`config.mk`:
```
export PLATFORM = sky130hd
export DESIGN_NAME = pipeline_hazard_ctrl
export DESIGN_NICKNAME = d
export VERILOG_FILES = /design/src/rtl/pipeline_hazard_ctrl.sv
export SDC_FILE = /design/constraint.sdc
export NUM_CORES = 1
export LEC_CHECK = 0
export ABC_AREA = 1
export BUFFER_PORTS_ARGS = -buffer_cell sky130_fd_sc_hd__buf_4
export CORE_UTILIZATION = 57
export DETAILED_ROUTE_END_ITERATION = 16
export PLACE_DENSITY = 0.86
export SLEW_MARGIN = 5
export SYNTH_ARGS = -nofsm -noshare
export SYNTH_HDL_FRONTEND = slang
export SYNTH_SLANG_ARGS = --single-unit
```
`constraint.sdc`:
```
create_clock -name clk -period 3.5 [get_ports clk]
set_input_delay 0 -clock clk [delete_from_list [all_inputs] [get_ports clk]]
set_output_delay 0 -clock clk [all_outputs]
set_load 0.02 [all_outputs]
```
`src/rtl/pipeline_hazard_ctrl.sv`:
```
// Central hazard/sequencing controller for the 16-bit pipelined processor:
// load-use stalls, EXE-resolved redirects and a multi-cycle data-memory wait state.
module pipeline_hazard_ctrl #(
  parameter int ADDR_W  = 4,
  parameter int MEM_LAT = 2,
  parameter int CNT_W   = 16
) (
  input  logic              clk,
  input  logic              rst,
  input  logic [ADDR_W-1:0] id_rs1,
  input  logic [ADDR_W-1:0] id_rs2,
  input  logic              id_uses_rs2,
  input  logic              ex_memRead,
  input  logic              ex_wen,
  input  logic [ADDR_W-1:0] ex_waddr,
  input  logic              ex_branch,
  input  logic              ex_zero,
  input  logic              ex_jump,
  input  logic              ex_jr,
  input  logic              dm_access,
  output logic              pc_en,
  output logic [1:0]        pc_sel,
  output logic              if_id_en,
  output logic              if_id_flush,
  output logic              id_ex_en,
  output logic              id_ex_flush,
  output logic              ex_dm_en,
  output logic              dm_wb_bubble,
  output logic              mem_busy,
  output logic [CNT_W-1:0]  stall_cnt,
  output logic [CNT_W-1:0]  flush_cnt
);

  typedef enum logic [0:0] {
    RUN  = 1'b0,
    WAIT = 1'b1
  } state_t;

  localparam logic [3:0]       MEM_LAT_C = 4'(MEM_LAT);
  localparam logic [CNT_W-1:0] CNT_MAX   = {CNT_W{1'b1}};
  localparam logic [CNT_W-1:0] CNT_ONE   = {{(CNT_W-1){1'b0}}, 1'b1};

  state_t            state_r, state_nxt_s;
  logic [3:0]        wait_cnt_r, wait_cnt_nxt_s;
  logic              served_r, served_nxt_s;
  logic [CNT_W-1:0]  stall_cnt_r, flush_cnt_r;
  logic              load_use_s, redirect_s, mem_start_s, flush_inc_s;
  logic [1:0]        pc_sel_dec_s;

  assign load_use_s = ex_memRead & ex_wen & (ex_waddr != {ADDR_W{1'b0}}) &
                      ((ex_waddr == id_rs1) | (id_uses_rs2 & (ex_waddr == id_rs2)));
  assign redirect_s   = (ex_branch & ex_zero) | ex_jump | ex_jr;
  assign pc_sel_dec_s = ex_jr ? 2'd3 : (ex_jump ? 2'd2 : ((ex_branch & ex_zero) ? 2'd1 : 2'd0));
  // A served access is one the wait state already covered; it must not re-trigger.
  assign mem_start_s  = dm_access & ~served_r & (MEM_LAT_C != 4'd0);

  // Next-state and datapath control decode
  always_comb begin
    pc_en          = 1'b1;
    pc_sel         = 2'd0;
    if_id_en       = 1'b1;
    if_id_flush    = 1'b0;
    id_ex_en       = 1'b1;
    id_ex_flush    = 1'b0;
    ex_dm_en       = 1'b1;
    dm_wb_bubble   = 1'b0;
    mem_busy       = 1'b0;
    flush_inc_s    = 1'b0;
    state_nxt_s    = state_r;
    wait_cnt_nxt_s = wait_cnt_r;
    served_nxt_s   = served_r;
    if (!rst) begin
      pc_en          = 1'b0;
      if_id_flush    = 1'b1;
      id_ex_flush    = 1'b1;
      dm_wb_bubble   = 1'b1;
      state_nxt_s    = RUN;
      wait_cnt_nxt_s = 4'd0;
      served_nxt_s   = 1'b0;
    end else begin
      case (state_r)
        RUN: begin
          served_nxt_s = dm_access & ~mem_start_s;
          if (mem_start_s) begin
            pc_en          = 1'b0;
            if_id_en       = 1'b0;
            id_ex_en       = 1'b0;
            ex_dm_en       = 1'b0;
            dm_wb_bubble   = 1'b1;
            mem_busy       = 1'b1;
            state_nxt_s    = WAIT;
            wait_cnt_nxt_s = MEM_LAT_C;
          end else if (redirect_s) begin
            pc_sel      = pc_sel_dec_s;
            if_id_flush = 1'b1;
            id_ex_flush = 1'b1;
            flush_inc_s = 1'b1;
          end else if (load_use_s) begin
            pc_en       = 1'b0;
            if_id_en    = 1'b0;
            id_ex_flush = 1'b1;
          end else begin
            pc_en = 1'b1;
          end
        end
        WAIT: begin
          pc_en          = 1'b0;
          if_id_en       = 1'b0;
          id_ex_en       = 1'b0;
          ex_dm_en       = 1'b0;
          dm_wb_bubble   = 1'b1;
          mem_busy       = 1'b1;
          wait_cnt_nxt_s = wait_cnt_r - 4'd1;
          // <= guards against a corrupted zero count locking the pipeline for 16 cycles
          if (wait_cnt_r <= 4'd1) begin
            state_nxt_s    = RUN;
            wait_cnt_nxt_s = 4'd0;
            served_nxt_s   = 1'b1;
          end else begin
            state_nxt_s = WAIT;
          end
        end
        default: begin
          state_nxt_s    = RUN;
          wait_cnt_nxt_s = 4'd0;
          served_nxt_s   = 1'b0;
        end
      endcase
    end
  end

  // State, wait counter and served-flag registers
  always_ff @(posedge clk) begin
    state_r    <= state_nxt_s;
    wait_cnt_r <= wait_cnt_nxt_s;
    served_r   <= served_nxt_s;
  end

  // Saturating performance counters
  always_ff @(posedge clk) begin
    if (!rst) begin
      stall_cnt_r <= {CNT_W{1'b0}};
      flush_cnt_r <= {CNT_W{1'b0}};
    end else begin
      if (!pc_en && (stall_cnt_r != CNT_MAX)) begin
        stall_cnt_r <= stall_cnt_r + CNT_ONE;
      end else begin
        stall_cnt_r <= stall_cnt_r;
      end
      if (flush_inc_s && (flush_cnt_r != CNT_MAX)) begin
        flush_cnt_r <= flush_cnt_r + CNT_ONE;
      end else begin
        flush_cnt_r <= flush_cnt_r;
      end
    end
  end

  assign stall_cnt = stall_cnt_r;
  assign flush_cnt = flush_cnt_r;

endmodule
```
==> results.yml, run 1 <==
worst_setup_path:
  cp_cell_sequence: "inv_2 > o21ai_4 > nor2_4 > nand2_4 > inv_1 > nand2_1 > nor2_2 > nand2_1 > o21ai_0 > a21oi_1"
  crit_fanout: 19
  critPathArrivalTime_ns: 2.23
  critical_path.top_delay_family: "simple AND/OR/NAND/NOR gates"
  critPathBufInv: 2
  cp-end-kind: "flop"
  crit_slowest_cell: "dfxtp_1"
  worst_path_most_repeated_cell: "nand2_1"
  crit_type: "flop to flop"
  slowest_delay_ns: 0.36
  crit_required_ns: 3.69
  cp-start-kind: "flop"
timing:
  slew_headroom_pct: 52.8
  slew_violations: 0
  fin_crit_sh_pct: 58.3
  final.setup.tns_ns: 0
  fin_crit_ns: 2.04
  final-hold-violation-count: 0
  fmax_ghz: 0.490
  setup_viol: 0
  worstMarginPinSlew_ns: 0.708
  rsz0062_at_grt: "no"
  worst_clock_skew_ns: 0.00780
global_routing:
  grt_max_degree: 23
  antenna_found_initial: 0
  grt_pass1_wl_um: 9850
  grt_usage_pct: 28.7
  grt_overflow: 0
  grt_pass1_vias: 2411
power_and_ir_drop:
  seq_power_share_pct: 39.6
  switchingPower_mw: 0.357
  clockPowerShare_pct: 38.2
  power_leakage_nw: 1.31
  power_mw: 1.22
  netSwitchingFraction_pct: 29.1
  combPwrFrac_pct: 22.2
  power.internal_mw: 0.868
  p_per_area_mw_per_mm2: 406
  max-vdd-ir-drop_uv: 355
clock_network:
  cts_tree: "built"
  clk_pin_slew_ns: 0.08
  cts_max_path_buffers: 2
  clk_latency_ns: 0.30
  h-tree-depth: 2
  cts_root_buffer: "clkbuf_8"
  ctsResizeCount: 0
  clock-sinks: 38
  numCtsBuffers: 5
die:
  floorplan.initialDensity_pct: 59.7
  coreArea_mm2: 0.00400
  fp-row-count: 23
  die_w_um: 66.8
  ios: 64
  die_y_um: 66.8
  die-area_mm2: 0.00446
final_layout:
  utilization_pct: 75.4
  drive_gt1_share_pct: 21.1
  final_cell_mix: "89 x nand2_1, 63 x buf_4, 48 x inv_1"
  final_cells: 476
  diodes: 0
  fin_nets: 451
  final_common_cell: "nand2_1"
  syn_to_final_growth_pct: 26.3
detailed_routing:
  wl_per_cell_um: 12.2
  avgViaCountPerCell: 5.42
  ant_nets: 0
  vias: 2578
  dr.first_iter.drc_count: 197
  drc: 0
  routed_wirelength_um: 5830
  dr.pass1.iters: 4
synthesis:
  ys_ff_latch: 38
  syn_area_mm2: 0.00239
  syn_inst: 364
  syn_nets: 390
  avgSynthCellArea_um2: 6.57
  synthTopCellsByArea: "dfxtp_1 32%, nand2_1 14%, inv_1 7.5%"
  yosysWarnings: 0
  synth.top_cell.area_share_pct: 31.8
  ys_types: 34
  yosysSeqAreaShare_pct: 31.8
  synth_top_area_cell: "dfxtp_1"
placed_design:
  place_inst: 467
  gp_congestion: 0.887
  portBuffers: 63
  hpwl_um: 4260
min_path:
  min_path_type: "input pin to flop"
outcome:
  outcome: "completed"
run:
  drv_cap: 0
[stage by stage]
step	instance area, µm²	worst slack [ns]	hold slack (ns)
after detailed placement	2870	1.38	0.283
after floorplan	2390	1.86	0.182
after global placement	2870	1.46	0.284
final	3020	1.46	0.0292
after CTS	3020	1.47	0.0258
after global routing	3020	1.21	0.0480
[Yosys cell counts]
master,n
a31oi_1,3
nor3_2,2
nand4_1,21
nand2_1,89
o21ai_1,2
a21oi_1,30
clkbuf_1,3
o21ai_4,1
nor3_4,1
xnor2_1,5
buf_8,1
ha_1,4
nand3_1,20
nand2_4,2
nor2_2,3
and3_1,2
a32o_1,1
buf_1,1
o211a_1,1
nand2_2,3
nor2_4,2
xor2_1,8
buf_4,2
o221a_2,1
inv_4,1
nand3_4,1
dfxtp_1,38
nor3_1,11
buf_2,3
inv_2,2
o21ai_0,13
inv_1,48
a211oi_1,1
nor2_1,38
[registers in the layout, summed over array words and instances, names as in the netlist]
register    cells
state_r         1
wait_cnt_r      4
flush_cnt      16
served_r        1
stall_cnt      16
[worst register-to-register path, cell delays in order (launching register included)]
cell	delay, ns
dfxtp_1	0.36
inv_2	0.11
o21ai_4	0.11
nor2_4	0.16
nand2_4	0.18
inv_1	0.11
nand2_1	0.26
nor2_2	0.31
nand2_1	0.11
o21ai_0	0.17
a21oi_1	0.05
[timing repair]
action,CTS,global route
hold endpoints to repair,1,0
setup buffers,0,0
hold buffers,1,0
[area by class of cell]
type | count | area (µm²)
fillers | 337 | 982
flip-flops and latches | 38 | 761
inverters | 51 | 194
clock buffers | 6 | 82.6
repair buffers | 64 | 483
multi-input cells | 265 | 1380
well taps | 50 | 62.6
clock inverters | 2 | 60.1
[power by group through the flow]
stage	Sequential [mW]	Combinational [mW]	Clock (mW)
3_3_place_gp	0.493	0.260	0
5_1_grt	0.489	0.301	0.489
6_report	0.485	0.272	0.467
3_5_place_dp	0.495	0.269	0
2_1_floorplan	0.497	0.184	0
4_1_cts	0.485	0.273	0.471
[logic make-up after synthesis]
group / count (synthesis) / synth area share (%)
AO/OA/AOI/OAI: 53 / 12.5
XOR/XNOR: 13 / 4.76
adder cells (fa/ha/maj): 4 / 2.09
buffers and inverters: 61 / 10.6
flip-flops: 38 / 31.8
AND/OR/NAND/NOR: 195 / 38.2
[worst paths after layout]
| path | from | end | slack, ns | cells past startpoint |
|---|---|---|---|---|
| min | rst | flush_cnt[2] | 0.03 | 3 |
| min reg2reg | flush_cnt[4] | flush_cnt[4] | 0.47 | 2 |
| max | state_r | flush_cnt[8] | 1.46 | 10 |
| max reg2reg | state_r | flush_cnt[8] | 1.46 | 10 |
[metal layers]
metal  vias to the layer above  track usage [%]  share of wire (%)
met1                      1152             32.9                 42
met3                        13             7.19                8.0
met2                        96             49.1                 48
met4                         0             14.1                1.8
li1                       1317                -                  -
met5                         -                0                  0
Power figures use the tool's default switching activity.
==> run 2, diff against run 1 <==
CORE_UTILIZATION = 53   (was 57)
PLACE_DENSITY = 0.8   (was 0.86)
clock period = 2.1 ns   (was 3.5 ns; I/O delays follow)
==> run 2 against run 1 <==
Effect of this change: register-to-register slack lost 1.2 ns; maximum frequency grew 10%; clock power grew 26%; cell count grew 1.1%; clock skew grew 0.0042 ns; critical endpoint is now flush_cnt[9]; count of clock-buffer cells in the layout grew 2; sequential share of layout area grew 0.084 points.
==> results.yml, run 2 (synthesis results as in run 1) <==
outcome:
  outcome: "completed"
min_path:
  whs_path_depth: 2
  min_path_type: "input pin to flop"
global_routing:
  grt_overflow: 0
  grt_pass1_wl_um: 10200
  antenna_found_initial: 0
  grt_pass1_vias: 2395
  grt_max_degree: 22
  grt_usage_pct: 25.2
die:
  die_y_um: 69.2
  coreArea_mm2: 0.00435
  fp-row-count: 24
  die_w_um: 69.2
  die-area_mm2: 0.00478
  ios: 64
  floorplan.initialDensity_pct: 54.9
timing:
  slew_violations: 0
  slew_headroom_pct: 67.8
  whs_ns: 0.00697
  worstMarginPinSlew_ns: 0.480
  worst_clock_skew_ns: 0.0120
  rsz0062_at_grt: "no"
  final-hold-violation-count: 0
  fin_crit_ns: 1.85
  fmax_ghz: 0.540
  final.setup.tns_ns: 0
  fin_crit_sh_pct: 88.1
  setup_viol: 0
  fin_ws_ns: 0.250
detailed_routing:
  avgViaCountPerCell: 5.26
  dr.pass1.iters: 4
  vias: 2529
  dr.first_iter.drc_count: 128
  wl_per_cell_um: 12.1
  ant_nets: 0
  routed_wirelength_um: 5820
  drc: 0
power_and_ir_drop:
  max-vdd-ir-drop_uv: 347
  power_leakage_nw: 1.31
  p_per_area_mw_per_mm2: 616
worst_setup_path:
  crit_slowest_cell: "dfxtp_1"
  critPathArrivalTime_ns: 2.06
  slowest_delay_ns: 0.41
  worst_path_most_repeated_cell: "nand2_1"
  cp-end-kind: "flop"
  crit_type: "flop to flop"
  cp_cell_sequence: "nand2_1 > nor3_2 > nand4_1 > nand2_1 > buf_4 > nor2_2 > nand2_1 > o21ai_1 > a21oi_1"
  crit_required_ns: 2.31
  crit_fanout: 7
  cp-start-kind: "flop"
  reg2reg_depth: 9
final_layout:
  diodes: 0
  drive_gt1_share_pct: 21.9
  syn_to_final_growth_pct: 25.9
  design_area_mm2: 0.00301
  utilization_pct: 69.1
  final_cell_mix: "89 x nand2_1, 67 x buf_4, 48 x inv_1"
  final_common_cell: "nand2_1"
  fin_nets: 454
placed_design:
  hpwl_um: 4340
  postPlaceCellArea_mm2: 0.00290
  portBuffers: 63
  gp_congestion: 0.952
  dpl_worst_slack_ns: 0.281
clock_network:
  clock-sinks: 38
  cts_root_buffer: "clkbuf_8"
  cts_max_path_buffers: 2
  cts_hold_buf: 0
  clk_pin_slew_ns: 0.07
  clk_latency_ns: 0.29
  numCtsBuffers: 5
  h-tree-depth: 2
  post-cts-setup-buffers: 0
  ctsResizeCount: 0
  cts_tree: "built"
run:
  drv_cap: 0
run 2: cell type report:
type / instances / area, µm²
fill: 408 / 1350
timing repair buffer: 67 / 503
multi-input combinational: 265 / 1380
clock buffer: 8 / 110
sequential: 38 / 761
tap: 52 / 65.1
inverter: 51 / 194
run 2: report_power, final:
group	internal [mW]	switching (mW)
logic	0.178	0.276
clock network	0.332	0.258
registers	0.764	0.0458
total	1.27	0.580
run 2: critical path: cells and delay by family (launching register included):
kind	cells	cell delay, ns
AOI/OAI and AO/OA	2	0.20
and+or+nand+nor	6	0.97
buffers and inverters	1	0.20
DFF	1	0.41
run 2: final timing paths:
check / endpoint / startpoint / slack [ns]
setup / recovery: flush_cnt[9] / flush_cnt[7] / 0.25
hold reg to reg: flush_cnt[4] / flush_cnt[4] / 0.47
setup reg to reg: flush_cnt[9] / flush_cnt[7] / 0.25
hold / removal: served_r / dm_access / 0.007
run 2: layer usage:
metal | vias up | share of wire, % | GRT usage [%]
met5 | - | 0 | 0
met4 | 0 | 0.91 | 5.90
met3 | 7 | 4.5 | 4.82
met2 | 58 | 49 | 44.1
met1 | 1150 | 46 | 31.9
li1 | 1314 | - | -
run 2: through the flow:
| step | total power [mW] | cells |
|---|---|---|
| 2_1_floorplan | 1.13 | 364 |
| 3_3_place_gp | 1.26 | 473 |
| 3_5_place_dp | 1.28 | 473 |
| 4_1_cts | 1.86 | 481 |
| 5_1_grt | 1.95 | 481 |
| 6_report | 1.85 | 481 |
==> run 3, diff against run 2 <==
CORE_MARGIN = 2   (was unset)
CORE_UTILIZATION = 48   (was 53)
PLACE_DENSITY = 0.77   (was 0.8)
clock period = 1.5 ns   (was 2.1 ns; I/O delays follow)
==> run 3 against run 2 <==
Effect of this change: utilization grew 4.5 points; sequential power grew 40%; the flow now finishes with violations (negative setup slack); sequential share of layout area shrank 2.2 points; sequential cell count is the same; die area grew 16%; highest routed layer unchanged; largest power group unchanged; final area grew 16%.
==> results.yml, run 3 (synthesis results as in run 1) <==
detailed_routing:
  avgViaCountPerCell: 5.17
  dr.pass1.iters: 5
  dr.first_iter.drc_count: 191
  routed_wirelength_um: 6570
  wl_per_cell_um: 12.4
  vias: 2728
  drc: 0
  ant_nets: 0
final_layout:
  fillerInstances: 382
  final_cell_mix: "90 x buf_4, 77 x nand2_1, 45 x inv_1"
  diodes: 0
  utilization_pct: 73.6
  syn_to_final_growth_pct: 46.3
  fin_nets: 486
  regArea_um2: 807
  final_cells: 528
  drive_gt1_share_pct: 37.5
  final_common_cell: "buf_4"
  multiInputGateArea_mm2: 0.00155
min_path:
  worstHoldStart: "rst"
  hold_end: "stall_cnt[0]"
  whs_path_depth: 4
  min_path_type: "input pin to flop"
timing:
  worstMarginPinSlew_ns: 0.331
  fin_crit_sh_pct: 103
  worst_clock_skew_ns: 0.00841
  slew_headroom_pct: 77.7
  whs_ns: 0.153
  setup_viol: 1
  final-hold-violation-count: 0
  fin_ws_ns: -0.0507
  rsz0062_at_grt: "yes"
  slew_violations: 0
  fin_crit_ns: 1.55
  fmax_ghz: 0.645
global_routing:
  antenna_found_initial: 0
  grt_usage_pct: 22.4
  grt_pass1_vias: 2370
  grt_max_degree: 22
  grt_overflow: 0
  grt_pass1_wl_um: 9960
die:
  ios: 64
  floorplan.initialDensity_pct: 50.3
  die-area_mm2: 0.00556
  die_w_um: 74.6
  die_y_um: 74.6
  fp-row-count: 25
  coreArea_mm2: 0.00475
placed_design:
  portBuffers: 63
  hpwl_um: 4680
  gp_congestion: 0.865
  place_inst: 513
worst_setup_path:
  reg2reg_depth: 8
  critPathArrivalTime_ns: 1.73
  critical_path.top_delay_family: "simple AND/OR/NAND/NOR gates"
  cp-end-kind: "flop"
  crit_fanout: 6
  cp-start-kind: "flop"
  cp_cell_sequence: "nand2_4 > nor3_4 > nand4_1 > nand2_4 > buf_6 > nor2_4 > o21ai_0 > a21oi_1"
  crit_required_ns: 1.68
  worst_path_most_repeated_cell: "nand2_4"
  crit_type: "flop to flop"
  r2r-end: "flush_cnt[3]"
  crit_slowest_cell: "dfxtp_4"
  slowest_delay_ns: 0.38
  critPathBufInv: 1
  rrSetupSlack_ns: -0.05
  crit-reg2reg-launch: "flush_cnt[8]"
clock_network:
  cts_max_path_buffers: 2
  clk_pin_slew_ns: 0.08
  h-tree-depth: 2
  cts_tree: "built"
  clock-sinks: 38
  numCtsBuffers: 5
  cts_root_buffer: "clkbuf_8"
  clk_latency_ns: 0.30
outcome:
  violations: "negative setup slack"
  outcome: "complete, but fails checks"
power_and_ir_drop:
  max-vdd-ir-drop_uv: 638
  power_mw: 2.65
  p_per_area_mw_per_mm2: 758
  power_leakage_nw: 1.58
run:
  drv_cap: 0
run 3: through the flow:
| stage | instance area, µm² | setup WS [ns] | TNS [ns] |
|---|---|---|---|
| global placement | 3150 | 0.0750 | 0 |
| finish | 3500 | -0.0507 | -0.0507 |
| CTS | 3280 | 0.0121 | 0 |
| detailed placement | 3150 | -0.0596 | -0.0780 |
| floorplan | 2430 | 0.000345 | 0 |
| global route | 3500 | -0.113 | -0.961 |
run 3: worst min-delay path, stage by stage:
cell	delay [ns]
buf_4	0.11
buf_4	0.19
nand2_1	0.08
nor2_1	0.03
run 3: worst max-delay path by stage:
stage / start / to / slack [ns] / depth (start not counted)
global placement: flush_cnt[0] / flush_cnt[3] / 0.07 / 9
global route: flush_cnt[8] / flush_cnt[3] / -0.11 / 8
CTS: flush_cnt[0] / flush_cnt[14] / 0.01 / 9
detailed placement: flush_cnt[0] / flush_cnt[14] / -0.06 / 9
floorplan: stall_cnt[7] / stall_cnt[14] / 0.0003 / 9
finish: flush_cnt[8] / flush_cnt[3] / -0.05 / 8
run 3: area by class of cell:
type                    instances  area share [%]
clock inverters                 1           0.143
flip-flops and latches         38            23.1
clock buffers                   7            2.47
well taps                      67            2.40
multi-input cells             266            44.4
repair buffers                 98            21.9
inverters                      51            5.69
run 3: routing by layer:
metal / share of wire [%] / vias to the layer above / GRT usage (%)
met2: 49 / 88 / 39.5
met5: 0 / - / 0
met1: 43 / 1243 / 28.2
met4: 0.73 / 0 / 5.16
met3: 6.8 / 7 / 4.61
li1: - / 1390 / -
run 3: where the power goes:
part           internal [mW]  switching, mW
Clock                  0.371          0.372
Combinational          0.343          0.440
Sequential              1.06         0.0649
Total                   1.78          0.876
run 3: timing repair:
item / in CTS / in global routing
setup buffers: 1 / 5
gates cloned: 0 / 1
pin swaps: 3 / 29
endpoints found under the hold margin: 1 / 0
hold buffers: 1 / 0
resized for setup: 5 / 57
endpoints found under the setup margin: 8 / 39
